==> config.mk <==
export PLATFORM = sky130hd
export DESIGN_NAME = regfile_wb_arbiter_flat
export DESIGN_NICKNAME = d
export VERILOG_FILES = /design/src/rtl/regfile_wb_pkg.sv /design/src/rtl/regfile_wb_arbiter_if.sv /design/src/rtl/wb_fifo.sv /design/src/rtl/regfile_wb_arbiter.sv /design/src/flat_wrapper.sv
export SDC_FILE = /design/constraint.sdc
export NUM_CORES = 1
export LEC_CHECK = 0
export CAP_MARGIN = 20
export CORE_ASPECT_RATIO = 2
export CORE_UTILIZATION = 45
export CTS_BUF_LIST = sky130_fd_sc_hd__clkbuf_8
export CTS_CLUSTER_SIZE = 40
export DETAILED_ROUTE_END_ITERATION = 8
export HOLD_SLACK_MARGIN = 0.02
export PLACE_DENSITY = 0.71
export SYNTH_ARGS = -nofsm -noshare
export SYNTH_HDL_FRONTEND = slang
export SYNTH_SLANG_ARGS = --single-unit
==> constraint.sdc <==
create_clock -name clk_i -period 4 [get_ports clk_i]
set_input_delay 0.8 -clock clk_i [delete_from_list [all_inputs] [get_ports clk_i]]
set_output_delay 0.8 -clock clk_i [all_outputs]
set_load 0.05 [all_outputs]
==> src/rtl/regfile_wb_pkg.sv <==
// Shared types for the register-file writeback arbiter: FIFO entry layout and FSM states.
package regfile_wb_pkg;

  localparam logic [4:0] REG_ZERO = 5'd0;

  typedef struct packed {
    logic [4:0]  addr;
    logic [31:0] data;
    logic        kill;
  } wb_entry_t;

  typedef enum logic [0:0] {
    NORMAL,
    FORCE
  } wb_state_e;

endpackage

==> src/rtl/regfile_wb_arbiter_if.sv <==
// Writeback bus: WB-stage source, deferred source with handshake, and register-file side.
interface regfile_wb_arbiter_if;
  logic        a_valid;
  logic [4:0]  a_addr;
  logic [31:0] a_data;
  logic        b_valid;
  logic        b_ready;
  logic [4:0]  b_addr;
  logic [31:0] b_data;
  logic        regwrite;
  logic [4:0]  writeaddr;
  logic [31:0] writedata;
  logic        stall;
  logic [31:0] pending;
  logic        busy;
  logic        conflict;

  modport master (
    output a_valid, a_addr, a_data, b_valid, b_addr, b_data,
    input  b_ready, regwrite, writeaddr, writedata, stall, pending, busy, conflict
  );

  modport slave (
    input  a_valid, a_addr, a_data, b_valid, b_addr, b_data,
    output b_ready, regwrite, writeaddr, writedata, stall, pending, busy, conflict
  );
endinterface

==> src/rtl/wb_fifo.sv <==
// Circular buffer of deferred writes with per-entry kill-by-address and a live-address mask.
module wb_fifo
  import regfile_wb_pkg::*;
#(
  parameter int unsigned DEPTH = 4
) (
  input  logic        clk_i,
  input  logic        rst_i,
  input  logic        push_i,
  input  logic [4:0]  push_addr_i,
  input  logic [31:0] push_data_i,
  input  logic        pop_i,
  input  logic        kill_i,
  input  logic [4:0]  kill_addr_i,
  output logic        full_o,
  output logic        empty_o,
  output wb_entry_t   head_o,
  output logic [31:0] live_mask_o
);
  localparam int unsigned PtrW = $clog2(DEPTH);

  wb_entry_t        mem_q [DEPTH];
  logic [DEPTH-1:0] valid_q;
  logic [PtrW-1:0]  rd_ptr_q, wr_ptr_q;
  logic [PtrW:0]    count_q;

  always_ff @(posedge clk_i) begin
    if (rst_i) begin
      for (int unsigned i = 0; i < DEPTH; i++) mem_q[i] <= '0;
      valid_q  <= '0;
      rd_ptr_q <= '0;
      wr_ptr_q <= '0;
      count_q  <= '0;
    end else begin
      // Only occupied slots are compared, so a slot being refilled this cycle is never hit.
      for (int unsigned i = 0; i < DEPTH; i++) begin
        if (kill_i && valid_q[i] && mem_q[i].addr == kill_addr_i) mem_q[i].kill <= 1'b1;
      end
      if (pop_i) begin
        valid_q[rd_ptr_q] <= 1'b0;
        rd_ptr_q          <= rd_ptr_q + PtrW'(1);
      end
      if (push_i) begin
        mem_q[wr_ptr_q].addr <= push_addr_i;
        mem_q[wr_ptr_q].data <= push_data_i;
        mem_q[wr_ptr_q].kill <= 1'b0;
        valid_q[wr_ptr_q]    <= 1'b1;
        wr_ptr_q             <= wr_ptr_q + PtrW'(1);
      end
      case ({push_i, pop_i})
        2'b10:   count_q <= count_q + (PtrW + 1)'(1);
        2'b01:   count_q <= count_q - (PtrW + 1)'(1);
        default: ;
      endcase
    end
  end

  assign full_o  = (count_q == (PtrW + 1)'(DEPTH));
  assign empty_o = (count_q == '0);
  assign head_o  = mem_q[rd_ptr_q];

  always_comb begin
    live_mask_o = '0;
    for (int unsigned i = 0; i < DEPTH; i++) begin
      if (valid_q[i] && !mem_q[i].kill) live_mask_o[mem_q[i].addr] = 1'b1;
    end
    live_mask_o[REG_ZERO] = 1'b0;
  end

endmodule

==> src/rtl/regfile_wb_arbiter.sv <==
// Merges WB-stage writes and buffered deferred writes onto the single register-file write port.
module regfile_wb_arbiter
  import regfile_wb_pkg::*;
#(
  parameter int unsigned DEPTH    = 4,
  parameter int unsigned MAX_WAIT = 8
) (
  input logic                 clk_i,
  input logic                 rst_i,
  regfile_wb_arbiter_if.slave bus
);
  localparam int unsigned WaitW = (MAX_WAIT > 1) ? $clog2(MAX_WAIT) : 1;

  logic        a_wr, fifo_full, fifo_empty, head_live, head_dead, drain, pop, push;
  wb_entry_t   head;
  logic [31:0] live_mask;

  wb_state_e        state_q, state_d;
  logic [WaitW-1:0] wait_cnt_q, wait_cnt_d;
  logic             conflict_q, conflict_d;
  logic             regwrite_q, regwrite_d;
  logic [4:0]       writeaddr_q, writeaddr_d;
  logic [31:0]      writedata_q, writedata_d;

  assign a_wr      = bus.a_valid && (bus.a_addr != REG_ZERO);
  assign head_live = !fifo_empty && !head.kill;
  assign head_dead = !fifo_empty && head.kill;
  assign drain     = head_live && !bus.a_valid;
  assign pop       = drain || head_dead;

  // A same-cycle A write to the same register supersedes the deferred one.
  assign bus.b_ready = !rst_i && !fifo_full;
  assign push = bus.b_valid && bus.b_ready && (bus.b_addr != REG_ZERO) &&
                !(a_wr && (bus.a_addr == bus.b_addr));

  wb_fifo #(
    .DEPTH(DEPTH)
  ) u_fifo (
    .clk_i       (clk_i),
    .rst_i       (rst_i),
    .push_i      (push),
    .push_addr_i (bus.b_addr),
    .push_data_i (bus.b_data),
    .pop_i       (pop),
    .kill_i      (a_wr),
    .kill_addr_i (bus.a_addr),
    .full_o      (fifo_full),
    .empty_o     (fifo_empty),
    .head_o      (head),
    .live_mask_o (live_mask)
  );

  always_comb begin
    state_d    = state_q;
    wait_cnt_d = wait_cnt_q;
    conflict_d = conflict_q;
    case (state_q)
      NORMAL: begin
        if (pop || fifo_empty) begin
          wait_cnt_d = '0;
        end else if (wait_cnt_q == WaitW'(MAX_WAIT - 1)) begin
          state_d = FORCE;
        end else begin
          wait_cnt_d = wait_cnt_q + WaitW'(1);
        end
      end
      FORCE: begin
        if (bus.a_valid) conflict_d = 1'b1;
        if (pop || fifo_empty) begin
          state_d    = NORMAL;
          wait_cnt_d = '0;
        end
      end
      default: state_d = NORMAL;
    endcase
  end

  always_comb begin
    regwrite_d  = 1'b0;
    writeaddr_d = writeaddr_q;
    writedata_d = writedata_q;
    if (a_wr) begin
      regwrite_d  = 1'b1;
      writeaddr_d = bus.a_addr;
      writedata_d = bus.a_data;
    end else if (drain) begin
      regwrite_d  = 1'b1;
      writeaddr_d = head.addr;
      writedata_d = head.data;
    end
  end

  always_ff @(posedge clk_i) begin
    if (rst_i) begin
      state_q     <= NORMAL;
      wait_cnt_q  <= '0;
      conflict_q  <= 1'b0;
      regwrite_q  <= 1'b0;
      writeaddr_q <= '0;
      writedata_q <= '0;
    end else begin
      state_q     <= state_d;
      wait_cnt_q  <= wait_cnt_d;
      conflict_q  <= conflict_d;
      regwrite_q  <= regwrite_d;
      writeaddr_q <= writeaddr_d;
      writedata_q <= writedata_d;
    end
  end

  assign bus.regwrite  = regwrite_q;
  assign bus.writeaddr = writeaddr_q;
  assign bus.writedata = writedata_q;
  assign bus.stall     = (state_q == FORCE);
  assign bus.pending   = rst_i ? '0 : live_mask;
  assign bus.busy      = !rst_i && !fifo_empty;
  assign bus.conflict  = conflict_q;

endmodule

==> src/flat_wrapper.sv <==
// flat-port wrapper written by rule: the top's interface ports become plain ports
module regfile_wb_arbiter_flat import regfile_wb_pkg::*;
#(
  parameter int unsigned DEPTH    = 4,
  parameter int unsigned MAX_WAIT = 8
)
  (clk_i, rst_i, bus_a_valid, bus_a_addr, bus_a_data, bus_b_valid, bus_b_addr, bus_b_data, bus_b_ready, bus_regwrite, bus_writeaddr, bus_writedata, bus_stall, bus_pending, bus_busy, bus_conflict);
  regfile_wb_arbiter_if bus_i ();
  input logic clk_i;
  input logic rst_i;
  input wire logic [$bits(bus_i.a_valid)-1:0] bus_a_valid;
  input wire logic [$bits(bus_i.a_addr)-1:0] bus_a_addr;
  input wire logic [$bits(bus_i.a_data)-1:0] bus_a_data;
  input wire logic [$bits(bus_i.b_valid)-1:0] bus_b_valid;
  input wire logic [$bits(bus_i.b_addr)-1:0] bus_b_addr;
  input wire logic [$bits(bus_i.b_data)-1:0] bus_b_data;
  output wire logic [$bits(bus_i.b_ready)-1:0] bus_b_ready;
  output wire logic [$bits(bus_i.regwrite)-1:0] bus_regwrite;
  output wire logic [$bits(bus_i.writeaddr)-1:0] bus_writeaddr;
  output wire logic [$bits(bus_i.writedata)-1:0] bus_writedata;
  output wire logic [$bits(bus_i.stall)-1:0] bus_stall;
  output wire logic [$bits(bus_i.pending)-1:0] bus_pending;
  output wire logic [$bits(bus_i.busy)-1:0] bus_busy;
  output wire logic [$bits(bus_i.conflict)-1:0] bus_conflict;
  assign bus_i.a_valid = bus_a_valid;
  assign bus_i.a_addr = bus_a_addr;
  assign bus_i.a_data = bus_a_data;
  assign bus_i.b_valid = bus_b_valid;
  assign bus_i.b_addr = bus_b_addr;
  assign bus_i.b_data = bus_b_data;
  assign bus_b_ready = bus_i.b_ready;
  assign bus_regwrite = bus_i.regwrite;
  assign bus_writeaddr = bus_i.writeaddr;
  assign bus_writedata = bus_i.writedata;
  assign bus_stall = bus_i.stall;
  assign bus_pending = bus_i.pending;
  assign bus_busy = bus_i.busy;
  assign bus_conflict = bus_i.conflict;
  regfile_wb_arbiter #(.DEPTH(DEPTH), .MAX_WAIT(MAX_WAIT)) u_core (.clk_i(clk_i), .rst_i(rst_i), .bus(bus_i));
endmodule
==> results.py <==
metrics = {
    "job": {
        "cap_violations": 0,
    },
    "power_and_ir_drop": {
        "p_clk_frac": 0.270,
        "internal_power_w": 0.00400,
        "leakage_nw": 4.74,
        "ir_drop_uv": 284,
        "power_switching_w": 0.00185,
        "swShare": 0.316,
        "power_density_mw_per_mm2": 457,
        "p_comb_frac": 0.274,
        "pwr-share-seq": 0.456,
    },
    "critical_path": {
        "cp_cell_sequence": "nor2b_1 > nand2_1 > nor2_1 > a22oi_1 > a21oi_1 > clkdlybuf4s50_1",
        "r2r_cells": 10,
        "crit_path_end_kind": "output port",
        "cp_max_fo": 8,
        "crit-reg2reg-capture": "u_core.u_fifo.count_q[2]",
        "critical_path_class": "reg -> out",
        "start_kind": "flip-flop",
        "reg2reg_slack_ns": 1.44,
        "crit_required_ns": 3.20,
        "cp_slowest_cell": "clkdlybuf4s50_1",
        "timing.rr.start": "u_core.u_fifo.count_q[1]",
        "worst-path-buf-inv": 1,
        "crit_arrival_ns": 3.08,
        "crit_start": "u_core.u_fifo.valid_q[1]",
        "critical-path-top-delay-family": "simple AND/OR/NAND/NOR gates",
        "max_stage_delay_ns": 0.83,
    },
    "clocking": {
        "clockBufferDepth": 3,
        "clk_pin_slew_ns": 0.07,
        "cts-root-buf": "clkbuf_8",
        "cts_sinks": 208,
        "numCtsBuffers": 28,
        "clk-insertion-delay-late_ns": 0.57,
        "cts_tree": "done",
        "cts_htree_levels": 1,
    },
    "global_route": {
        "grt_pass1_wl_um": 45600,
        "gr-usage-met3": 0.0433,
        "grt_pass1_vias": 7809,
        "grt_use_met2": 0.468,
        "overflow": 0,
        "grt_antenna_before_repair": 0,
        "grt_max_degree": 42,
        "grt_usage": 0.264,
        "global_route.usage.met1": 0.283,
        "grt.busiest_layer": "met2",
    },
    "synthesis": {
        "seq_area_frac_synth": 0.546,
        "async_flop_share": 0,
        "synth_edf_count": 148,
        "syn-num-nets": 927,
        "syn-cell-area_mm2": 0.0103,
        "synth-main-ff-cell": "edfxtp_1",
        "synth-warning-count": 0,
        "yosys_register_bits": 208,
        "syn_inst": 837,
        "ys_types": 50,
        "synth_area_per_cell_um2": 12.4,
    },
    "detailed_routing": {
        "routed_via_density": 5.87,
        "wl_um": 30000,
        "vias": 7555,
        "routedWlPerCell_um": 23.3,
        "first_pass_iters": 5,
        "ant_nets": 0,
        "drc_errors": 0,
        "drt_iter0_drc": 456,
    },
    "floorplanning": {
        "row_count": 78,
        "initial_core_util": 0.457,
        "dieArea_mm2": 0.0236,
        "io_pins": 152,
        "die_h_um": 216,
        "die_w_um": 109,
        "coreArea_mm2": 0.0226,
    },
    "sta": {
        "fin_crit_sh": 0.971,
        "rsz0062_at_grt": "no",
        "drv_slew": 0,
        "finalHoldViolCount": 0,
        "fmax_mhz": 257,
        "worstMarginPinSlew_ns": 0.767,
        "setup_violations": 0,
        "slew-limit-headroom": 0.484,
        "final.setup.tns_ns": 0,
        "min_period_ns": 3.88,
        "finClkSkew_ns": 0.0248,
    },
    "placement": {
        "dp_hpwl_um": 20300,
        "io_buffers": 150,
        "place_congestion": 0.996,
        "placed_cells": 1234,
    },
    "hold_path": {
        "holdPathStages": 2,
        "min_path_type": "reg -> reg",
        "hold_start": "u_core.wait_cnt_q[2]",
        "hold_end": "u_core.wait_cnt_q[2]",
    },
    "cells_and_area": {
        "area_growth_pct": 23.7,
        "layout.cells.non_filler": 1286,
        "drive_above_1_share": 0.163,
        "n_antenna_cell": 0,
        "fin_nets": 1074,
    },
    "run_status": {
        "status": "complete, no violations",
    },
}
## sequential cells by signal (all words and copies together), names as in the netlist, named ones only
name / flops
u_core.bus.conflict: 1
u_core.bus.regwrite: 1
u_core.bus.stall: 1
u_core.bus.writeaddr: 5
u_core.bus.writedata: 32
u_core.u_fifo.count_q: 3
u_core.u_fifo.mem_q: 152
u_core.u_fifo.rd_ptr_q: 2
u_core.u_fifo.valid_q: 4
u_core.u_fifo.wr_ptr_q: 2
u_core.wait_cnt_q: 3
## through the flow
stage	power, W	worst slack [ns]	area, µm²	utilization	hold slack [ns]
after global routing	0.00611	0.00781	12800	0.565	0.508
final	0.00585	0.115	12800	0.565	0.482
after detailed placement	0.00432	0.326	12200	0.540	0.471
after floorplan	0.00374	0.609	10300	-	0.457
after global placement	0.00429	0.336	12200	0.540	0.453
after CTS	0.00588	0.0739	12800	0.564	0.486
## routing by layer
| metal | share of wire | vias up |
|---|---|---|
| met4 | 0.060 | 0 |
| met2 | 0.54 | 296 |
| met5 | 0 | - |
| li1 | - | 3435 |
| met3 | 0.051 | 92 |
| met1 | 0.35 | 3732 |
## cells in the mapped netlist, types with 24 or more instances
master,instances,area share
and2_2,24,0.017
and3_1,37,0.022
edfxtp_1,148,0.43
and2_1,126,0.076
nand2_1,25,0.0091
a221o_1,32,0.031
mux4_2,38,0.083
dfxtp_1,60,0.12
clkbuf_1,33,0.012
a21oi_1,26,0.013
nor2_1,44,0.016
a22oi_1,30,0.022
## timing repair
item,CTS,global route
gates resized for setup,0,7
setup endpoints to repair,0,12
hold buffers,0,0
buffers inserted,0,0
## power by group through the flow
| stage | clock network [W] | logic [W] | registers [W] |
|---|---|---|---|
| 4_1_cts | 0.00161 | 0.00161 | 0.00266 |
| 5_1_grt | 0.00170 | 0.00172 | 0.00269 |
| 3_3_place_gp | 0 | 0.00159 | 0.00270 |
| 6_report | 0.00158 | 0.00160 | 0.00267 |
| 2_1_floorplan | 0 | 0.000855 | 0.00289 |
| 3_5_place_dp | 0 | 0.00161 | 0.00271 |
## how the worst max path moves through the flow
stage          cells past startpoint                         end  slack, ns
3_5_place_dp                      11    u_core.u_fifo.count_q[2]       0.33
3_3_place_gp                      11    u_core.u_fifo.count_q[2]       0.34
2_1_floorplan                      5  u_core.u_fifo.mem_q[0][10]       0.61
6_report                           6             bus_pending[10]       0.12
4_1_cts                            6             bus_pending[22]       0.07
5_1_grt                            4              bus_pending[4]      0.008
## cell families after synthesis
family / Yosys count / synth area share
adder cells (fa/ha/maj): 12 / 0.0152
flip-flops: 208 / 0.546
other: 1 / 0.000362
multiplexers: 39 / 0.0837
XOR/XNOR: 29 / 0.0246
AO/OA/AOI/OAI: 141 / 0.105
AND/OR/NAND/NOR: 330 / 0.192
buffers and inverters: 77 / 0.0331
## cells in the final DEF, fill, tap and decap left out, types with 12 or more instances in the layout
cell / count
xor2_1: 20
edfxtp_1: 148
buf_4: 30
a221o_1: 32
inv_1: 20
dfxtp_1: 58
clkbuf_8: 32
nor2_1: 40
nor3b_1: 15
and2_1: 126
nor3_1: 12
a221oi_1: 17
a21oi_1: 26
clkdlybuf4s50_1: 146
a22oi_1: 30
mux4_2: 38
and3_1: 37
nand2_1: 25
and2_2: 24
## final cells by class
cell class / instances / area [µm²]
clock buffers: 32 / 440
clock inverters: 20 / 114
fillers: 1976 / 9840
inverters: 11 / 41.3
multi-input cells: 552 / 4420
flip-flops and latches: 208 / 5650
well taps: 280 / 350
repair buffers: 183 / 1790
## worst min-delay path, stage by stage (launching register included)
cell	delay, ns
dfxtp_1	0.31
o21ai_0	0.07
a21oi_1	0.06
No activity file was read; power rests on OpenSTA's default activity.
